[src/rtl/keypad_scanner.sv]
// keypad_scanner: column-scanning driver for the 4x4 PmodKYPD keypad.
// Drives one column low at a time and samples the synchronized rows at the end
// of each column period. It reduces every full scan frame to NONE, KEY(code) or
// MULTI, and debounces that frame result across consecutive frames. Accepted
// presses update DispVal and a four-digit history, and pulse key_valid.
module keypad_scanner #(
    parameter int SCAN_TICKS     = 100000,
    parameter int DEBOUNCE_SCANS = 20
) (
    input  logic        clock,
    input  logic        reset,
    output logic [3:0]  col,
    input  logic [3:0]  row,
    output logic [3:0]  DispVal,
    output logic        key_valid,
    output logic        key_held,
    output logic [15:0] digits
);

    localparam int TW = (SCAN_TICKS > 1) ? $clog2(SCAN_TICKS) : 1;
    localparam int CW = $clog2(DEBOUNCE_SCANS + 1);
    localparam logic [TW-1:0] TICK_LAST = TW'(SCAN_TICKS - 1);
    localparam logic [CW-1:0] CNT_MAX   = CW'(DEBOUNCE_SCANS);
    // Candidate / frame result encoding: {is_key, code}; all zeros means NONE.
    localparam logic [4:0]    RES_NONE  = 5'd0;

    typedef enum logic {
        ST_IDLE,
        ST_PRESSED
    } state_t;

    // Map (column index, low row bit) to the hex legend printed on the key.
    function automatic logic [3:0] key_code(input logic [1:0] c, input logic [1:0] b);
        logic [3:0] code;
        case ({c, b})
            4'b00_11: code = 4'h1;
            4'b00_10: code = 4'h4;
            4'b00_01: code = 4'h7;
            4'b00_00: code = 4'h0;
            4'b01_11: code = 4'h2;
            4'b01_10: code = 4'h5;
            4'b01_01: code = 4'h8;
            4'b01_00: code = 4'hF;
            4'b10_11: code = 4'h3;
            4'b10_10: code = 4'h6;
            4'b10_01: code = 4'h9;
            4'b10_00: code = 4'hE;
            4'b11_11: code = 4'hA;
            4'b11_10: code = 4'hB;
            4'b11_01: code = 4'hC;
            default:  code = 4'hD;
        endcase
        return code;
    endfunction

    logic [3:0]    row_s1_q, row_s2_q;
    logic [1:0]    col_idx_q, col_idx_d;
    logic [TW-1:0] tick_q, tick_d;
    logic [1:0]    acc_lows_q, acc_lows_d;   // lows seen so far this frame, saturating at 2
    logic [3:0]    acc_code_q, acc_code_d;
    logic [4:0]    cand_q, cand_d;
    logic [CW-1:0] cnt_q, cnt_d;
    state_t        state_q, state_d;
    logic [3:0]    disp_q, disp_d;
    logic          key_valid_q, key_valid_d;
    logic          key_held_q, key_held_d;
    logic [15:0]   digits_q, digits_d;

    logic          col_end, frame_end;
    logic [2:0]    low_cnt;
    logic [1:0]    low_idx;
    logic [2:0]    lows_sum;
    logic [1:0]    merged_lows;
    logic [3:0]    merged_code;
    logic          res_multi;
    logic [4:0]    res;

    // Column drive: exactly one active-low column, c0 = 0111 ... c3 = 1110.
    always_comb begin
        col = ~(4'b1000 >> col_idx_q);
    end

    // Per-column row decode merged with what the rest of the frame has seen.
    always_comb begin
        low_cnt = 3'd0;
        low_idx = 2'd0;
        for (int i = 0; i < 4; i++) begin
            if (!row_s2_q[i]) begin
                low_cnt = low_cnt + 3'd1;
                low_idx = 2'(i);
            end
        end
        col_end     = (tick_q == TICK_LAST);
        frame_end   = col_end && (col_idx_q == 2'd3);
        lows_sum    = {1'b0, acc_lows_q} + low_cnt;
        merged_lows = (lows_sum >= 3'd2) ? 2'd2 : lows_sum[1:0];
        merged_code = (low_cnt == 3'd1) ? key_code(col_idx_q, low_idx) : acc_code_q;
        res_multi   = (merged_lows == 2'd2);
        res         = (merged_lows == 2'd1) ? {1'b1, merged_code} : RES_NONE;
    end

    // Scan timing, frame accumulation and candidate/count debounce update.
    always_comb begin
        tick_d     = col_end ? '0 : tick_q + 1'b1;
        col_idx_d  = col_idx_q;
        acc_lows_d = acc_lows_q;
        acc_code_d = acc_code_q;
        cand_d     = cand_q;
        cnt_d      = cnt_q;
        if (col_end) begin
            col_idx_d = col_idx_q + 2'd1;
            if (frame_end) begin
                acc_lows_d = 2'd0;
                acc_code_d = 4'd0;
            end else begin
                acc_lows_d = merged_lows;
                acc_code_d = merged_code;
            end
        end
        if (frame_end) begin
            if (res_multi) begin
                cand_d = RES_NONE;
                cnt_d  = '0;
            end else if (res == cand_q) begin
                cnt_d = (cnt_q == CNT_MAX) ? cnt_q : cnt_q + 1'b1;
            end else begin
                cand_d = res;
                cnt_d  = CW'(1);
            end
        end
    end

    // Debounce FSM next state and registered key outputs.
    always_comb begin
        state_d     = state_q;
        disp_d      = disp_q;
        key_valid_d = 1'b0;
        key_held_d  = key_held_q;
        digits_d    = digits_q;
        if (frame_end && !res_multi && (cnt_d == CNT_MAX)) begin
            case (state_q)
                ST_IDLE: begin
                    if (cand_d[4]) begin
                        state_d     = ST_PRESSED;
                        disp_d      = cand_d[3:0];
                        key_valid_d = 1'b1;
                        key_held_d  = 1'b1;
                        digits_d    = {digits_q[11:0], cand_d[3:0]};
                    end
                end
                ST_PRESSED: begin
                    // A different stable key is ignored until a stable release.
                    if (!cand_d[4]) begin
                        state_d    = ST_IDLE;
                        key_held_d = 1'b0;
                    end
                end
                default: state_d = ST_IDLE;
            endcase
        end
    end

    // State registers with synchronous reset; rows pass a 2-FF synchronizer.
    always_ff @(posedge clock) begin
        if (reset) begin
            row_s1_q    <= 4'hF;
            row_s2_q    <= 4'hF;
            col_idx_q   <= 2'd0;
            tick_q      <= '0;
            acc_lows_q  <= 2'd0;
            acc_code_q  <= 4'd0;
            cand_q      <= RES_NONE;
            cnt_q       <= '0;
            state_q     <= ST_IDLE;
            disp_q      <= 4'd0;
            key_valid_q <= 1'b0;
            key_held_q  <= 1'b0;
            digits_q    <= 16'h0000;
        end else begin
            row_s1_q    <= row;
            row_s2_q    <= row_s1_q;
            col_idx_q   <= col_idx_d;
            tick_q      <= tick_d;
            acc_lows_q  <= acc_lows_d;
            acc_code_q  <= acc_code_d;
            cand_q      <= cand_d;
            cnt_q       <= cnt_d;
            state_q     <= state_d;
            disp_q      <= disp_d;
            key_valid_q <= key_valid_d;
            key_held_q  <= key_held_d;
            digits_q    <= digits_d;
        end
    end

    assign DispVal   = disp_q;
    assign key_valid = key_valid_q;
    assign key_held  = key_held_q;
    assign digits    = digits_q;

endmodule

[config.mk]
export PLATFORM = sky130hd
export DESIGN_NAME = keypad_scanner
export DESIGN_NICKNAME = d
export VERILOG_FILES = /design/src/rtl/keypad_scanner.sv
export SDC_FILE = /design/constraint.sdc
export NUM_CORES = 1
export LEC_CHECK = 0
export ABC_AREA = 0
export CORE_AREA = 2 2 97 109
export DETAILED_ROUTE_END_ITERATION = 10
export DIE_AREA = 0 0 99 111
export GPL_TIMING_DRIVEN = 0
export MAX_ROUTING_LAYER = met4
export PLACE_DENSITY = 0.6
export SLEW_MARGIN = 20
export SYNTH_ARGS = -nofsm -noshare
export SYNTH_HDL_FRONTEND = slang
export SYNTH_SLANG_ARGS = --single-unit
[constraint.sdc]
create_clock -name clock -period 7.7 [get_ports clock]
set_input_delay 1.925 -clock clock [delete_from_list [all_inputs] [get_ports clock]]
set_output_delay 1.925 -clock clock [all_outputs]
set_load 0.01 [all_outputs]
## Word-level counts from Yosys, hierarchy flattened

Memory sizes are Yosys's and may differ from the RTL's.
Index checks and enable logic that the tools add are counted.

- Memories: 1
- Input port bits: 6
- Bits in read-only memories: 64
- Flip-flop bits (word level): 66

Memory list:

| memory | depth | width | read ports | clocked after memory_dff | write ports | line | source |
|---|---|---|---|---|---|---|---|
| (no name shown) | 16 | 4 | 1 | 0 | 0 | 35 | `case ({c, b})` |

- Shift operators: 1
- $lt $le $gt $ge: 1
- Equal/unequal tests: 10
- Bitwise logic cells: 3
- $add $sub $neg: 7
- Reduce and logical (&&, ||, !) cells: 8
- Muxes and demuxes: 23

Operators with widths:

| cell | count |
|---|---|
| 5-bit 2-to-1 mux | 8 |
| 17-bit by 1-bit adder with 17-bit output, second input constant | 1 |
| 17-bit equality test, second input constant | 1 |
| 5-bit equality test, second input constant | 2 |
| 3-bit by 1-bit adder with 3-bit output, second input constant | 3 |
| 3-bit 2-to-1 mux | 3 |
| 2-bit 2-to-1 mux | 4 |
| 4-bit 2-to-1 mux | 2 |
| 3-bit AND reduction | 2 |
| 5-bit by 1-bit adder with 5-bit output, second input constant | 1 |
| 5-bit equality test | 1 |
| 1-bit 2-to-1 mux | 5 |
| 2-bit equality test, second input constant | 2 |
| 2-bit inequality test, second input constant | 2 |
| 4-bit NOT | 1 |
| 4-bit by 2-bit >> shifter with 4-bit output, first input constant | 1 |
| 2-bit by 3-bit adder with 3-bit output | 1 |
| 3-bit by 1-bit equality test with 1-bit output, second input constant | 1 |
| 3-bit by 2-bit greater-or-equal comparator with 1-bit output, second input constant | 1 |
| 1-bit logical AND | 3 |
| 3-bit OR reduction | 1 |
| 2-bit by 1-bit adder with 2-bit output, second input constant | 1 |
| 2-bit by 1-bit equality test with 1-bit output, second input constant | 1 |
| 1-bit NOT | 2 |
| 3 further kinds | 3 |

## Logic depth before layout (Yosys ltp)

- Depth in word-level cells: 20
- Mapped depth: 17
- Gate-level depth less buffers: 16

## Least setup slack after synthesis

No wires, ideal clock.

- Kind: flip-flop to flip-flop
- Start point: register row_s2_q[0]
- End point: register key_held_q, in the netlist key_held
- Path slack: 3.996 ns
- Stages on the path, launching flop included: 14
- Arrival time: 3.582 ns
- Library setup time: 0.121 ns
- Cells stage by stage: dfxtp_1 > inv_1 > ha_1 > xnor2_2 > ha_1 > or2_1 > o21ai_0 > fa_1 > and2_1 > and2_1 > nor4_1 > o22a_4 > nand4b_2 > mux2_4

- Cells in the longest elaborated chain, start to end: 19
- Elaborated cells on any way between the ends: 29
- Classes of those cells: add/sub (4); order compare (1); eq/ne (7); mux (13); reduce/logical (4)

Ends and longest elaborated chain:

| what | line | source |
|---|---|---|
| start: declaration | 56 | `logic [3:0] row_s1_q, row_s2_q;` |
| start signal: assignment | 181 | `row_s2_q <= row_s1_q;` |
| 1-bit 2-to-1 mux * | 88 | `if (!row_s2_q[i]) begin` |
| 3-bit by 1-bit adder with 3-bit output | 89 | `low_cnt = low_cnt + 3'd1;` |
| 3-bit 2-to-1 mux * | 88 |  |
| 3-bit by 1-bit adder with 3-bit output | 89 |  |
| 3-bit 2-to-1 mux * | 88 |  |
| 3-bit by 1-bit adder with 3-bit output | 89 |  |
| 3-bit 2-to-1 mux * | 88 |  |
| 2-bit by 3-bit adder with 3-bit output | 95 | `lows_sum = {1'b0, acc_lows_q} + low_cnt;` |
| (+3 left out) | - |  |
| 5-bit 2-to-1 mux | 99 | `res = (merged_lows == 2'd1) ? {1'b1, merged_code} : RES_NONE;` |
| 5-bit equality test | 124 | `end else if (res == cand_q) begin` |
| 5-bit 2-to-1 mux | 124 |  |
| 5-bit 2-to-1 mux | 121 | `if (res_multi) begin` |
| 5-bit 2-to-1 mux | 120 | `if (frame_end) begin` |
| 5-bit equality test | 140 | `if (frame_end && !res_multi && (cnt_d == CNT_MAX)) begin` |
| 1-bit logical AND | 140 |  |
| 3-bit AND reduction (no line) * | - |  |
| end signal: assignment | 191 | `key_held_q <= key_held_d;` |
| end: declaration | 66 | `logic key_held_q, key_held_d;` |

Every way passes the cells marked *; elsewhere a longest branch is shown, timed or not.
A chain may end at the register's enable or synchronous reset.

## Worst setup path in the final report

- Start point: register row_s2_q[1]
- End point: register digits_q[11], in the netlist digits[11]

- Cells in the longest elaborated chain, start to end: 17
- Elaborated cells on any way between the ends: 29
- Classes of those cells: add/sub (3); order compare (1); eq/ne (5); mux (15); reduce/logical (4); memory (1)

Ends and longest elaborated chain:

| what | line | source |
|---|---|---|
| 3-bit 2-to-1 mux | 88 |  |
| 3-bit by 1-bit adder with 3-bit output | 89 |  |
| 3-bit 2-to-1 mux | 88 |  |
| 3-bit by 1-bit adder with 3-bit output | 89 |  |
| 3-bit 2-to-1 mux | 88 |  |
| 2-bit by 3-bit adder with 3-bit output | 95 |  |
| 3-bit by 2-bit greater-or-equal comparator with 1-bit output | 96 | `merged_lows = (lows_sum >= 3'd2) ? 2'd2 : lows_sum[1:0];` |
| 2-bit 2-to-1 mux | 96 |  |
| 2-bit by 1-bit equality test with 1-bit output | 99 |  |
| 5-bit 2-to-1 mux | 99 |  |
| 5-bit equality test | 124 |  |
| 5-bit 2-to-1 mux | 124 |  |
| 5-bit 2-to-1 mux | 121 |  |
| 5-bit 2-to-1 mux | 120 |  |
| 5-bit equality test | 140 |  |
| 1-bit logical AND | 140 |  |
| 3-bit AND reduction (no line) * | - |  |
| end signal: assignment | 192 | `digits_q <= digits_d;` |
| end: declaration | 67 | `logic [15:0] digits_q, digits_d;` |

Marked as above.

==> impl_metrics.json <==
{
  "crit_fanout": 10,
  "cts_setup_buffers": 0,
  "synth_flop_cell": "dfxtp_1",
  "post_drt_via_cell_ratio": 5.02,
  "core_area_um2": 10000,
  "min_period_ns": 4.07,
  "leakage_uw": 0.00164,
  "worstPathArrival_ns": 4.27,
  "antenna_found_initial": 0,
  "wire_per_inst_um": 13.5,
  "rsz0062_at_grt": "false",
  "die_x_um": 99,
  "synth.distinct_cells": 64,
  "die_h_um": 111,
  "synth_nets": 401,
  "maxCapViolations": 0,
  "path_cells": "inv_1, ha_1, xnor2_2, ha_1, or2_1, o21ai_0, fa_1, xnor3_1, nand2_1, a211oi_1, o22ai_2, o221ai_4, buf_8, mux2i_1, nor2_1",
  "cts_resized": 0,
  "drv_slew": 0,
  "finalSetupViolCount": 0,
  "worst_slew_pin_slew_ns": 0.891,
  "cts_sinks": 62,
  "drive_above_1_share_pct": 11.8,
  "drt_iter0_markers": 98,
  "hold_violations": 0,
  "grt_util_met3_pct": 3.40,
  "ant_nets": 0,
  "htreeDepth": 3,
  "cts_tree": "done",
  "synth-seq-cells": 62,
  "grt_max_degree": 13,
  "powerDensity_nw_per_um2": 196,
  "met2_usage_pct": 24.4,
  "io_pins": 32,
  "critical-path-max-stage-delay_ns": 0.40,
  "ir_drop_mv": 0.124,
  "skew_ns": 0.00846,
  "synth-edff-count": 0,
  "grt_pass1_wl_um": 12700,
  "slew_headroom_pct": 40.1,
  "grt_usage_pct": 14.6,
  "setup_tns_ns": 0,
  "hp-class": "reg2reg",
  "clk_pin_slew_ns": 0.06,
  "synth_top_area_cell": "dfxtp_1",
  "fmaxAchievable_ghz": 0.246,
  "rows": 39,
  "dr.pass1.iters": 4,
  "worstRegToRegCells": 15,
  "worstPathRequired_ns": 7.90,
  "holdWs_ns": 0.407,
  "netlist_top_cells_area": "dfxtp_1 37%, ha_1 5.5%, mux2i_1 5.3%",
  "top_usage_layer": "met2",
  "routed-via-count": 2752,
  "start_util_pct": 34.0,
  "grt_pass1_vias": 2710,
  "area_growth_pct": 22.9,
  "use_met1_pct": 17.2,
  "totalWireLength_um": 7370,
  "worst_path_max_delay_cell": "fa_1",
  "final_nets": 442,
  "crit_path_start_kind": "flip-flop",
  "path_class": "reg2reg",
  "n_antenna_cell": 0,
  "portBuffers": 30,
  "syn_inst": 379,
  "cpMostUsedCell": "ha_1",
  "yosysSeqAreaShare_pct": 36.5,
  "ctsLongestPathBuffers": 2,
  "yosysWarnings": 0,
  "status": "complete, no violations",
  "dieArea_um2": 11000,
  "worst_setup_path_end_kind": "flip-flop",
  "gp_congestion": 0.861,
  "yosysTopAreaCellShare_pct": 36.5,
  "finalCritPeriodShare_pct": 52.8,
  "power.total_uw": 818,
  "numCtsBuffers": 9,
  "insertion_delay_ns": 0.33,
  "syn_area_um2": 3400,
  "async_flop_share_pct": 0,
  "clockRootBuffer": "clkbuf_16",
  "hold_depth": 1,
  "place.detailed.hpwl_um": 5450,
  "cts_hold_buf": 0,
  "grt_overflow": 0,
  "syn_area_per_cell_um2": 8.96,
  "drc": 0
}
==> stage by stage <==
stage | instance area [um2] | std cells | setup slack, ns | utilization [%]
after floorplan | 3400 | 379 | 4.00 | -
final | 4170 | 548 | 3.63 | 41.7
after global routing | 4170 | 548 | 3.27 | 41.7
after CTS | 4170 | 548 | 3.59 | 41.7
after detailed placement | 3850 | 532 | 3.60 | 38.5
after global placement | 3850 | 532 | 3.63 | 38.5
==> state kept, by name, summed over array words and instances, names as in the netlist, 2 cells and up <==
signal and count:
digits 13, DispVal 3, cand_q 5, tick_q 17, acc_code_q 4, col_idx_q 2
row_s2_q 4, cnt_q 5, row_s1_q 4, acc_lows_q 2
==> worst max-delay path, delay by kind of cell (launching register included) <==
kind	cells	cell delay [ns]
xor gates and xnor gates	2	0.62
adders and majority gates	3	1.07
muxes	1	0.19
buffers and inverters	2	0.27
AOI/OAI and AO/OA	4	1.02
DFF	1	0.35
and+or+nand+nor	3	0.41
==> placed cells by master (no fill, tap or decap), types with 12 or more instances in the layout <==
master           Yosys  routed
dfxtp_1             62      62
inv_1               22      22
clkdlybuf4s50_1      0      30
nand2_1             28      28
ha_1                15      15
o21ai_0             16      16
a21oi_1             12      12
mux2i_1             18      18
nand3_1             20      20
nor2_1              46      46
==> cells by family after synthesis <==
family	Yosys count	synth area share (%)
mux	20	6.41
xor+xnor	19	5.75
simple gates	164	25.9
compound gates	58	13.7
fa+ha+maj	17	6.41
buf+inv	39	5.34
flops	62	36.5
==> synth_stat cells, types with 2 or more instances <==
cell,number
a211o_1,4
a211oi_1,2
a21boi_0,2
a21oi_1,12
and2_1,8
and3_1,4
buf_4,4
clkbuf_1,10
dfxtp_1,62
ha_1,15
inv_1,22
mux2i_1,18
nand2_1,28
nand2b_1,6
nand3_1,20
nand4_1,5
nand4b_1,4
nor2_1,46
nor2b_1,3
nor3_1,6
nor3b_1,2
nor4_1,4
nor4b_1,3
o211ai_1,5
o21ai_0,16
o22ai_1,2
o31ai_1,2
or2_2,11
or3_1,4
xnor2_1,7
xor2_1,9
==> per-layer routing <==
metal | vias up | share of wire [%]
met5 | - | 0
met4 | 0 | 1.8
met3 | 10 | 3.7
met2 | 41 | 50
met1 | 1292 | 45
li1 | 1409 | -
==> worst paths after layout <==
kind,startpoint,endpoint,slack [ns]
worst max-delay path,row_s2_q[1],digits[11],3.63
worst min-delay path,row_s1_q[3],row_s2_q[3],0.41
worst max register to register,row_s2_q[1],digits[11],3.63
worst min register to register,row_s1_q[3],row_s2_q[3],0.41
==> report_power, final <==
group	total [uW]	leakage (uW)	internal (uW)	switching, uW
clock	436	0.000152	284	152
combinational	55.4	0.000989	20.9	34.5
sequential	326	0.000502	324	1.88
==> area by class of cell <==
class,instances,area [um2]
Multi-Input combinational cell,278,1970
Tap cell,123,154
Fill cell,964,5830
Clock inverter,7,97.6
Inverter,22,82.6
Buffer,17,98.8
Timing Repair Buffer,30,300
Clock buffer,9,225
Sequential cell,62,1240
No activity file was read; power rests on OpenSTA's default activity.
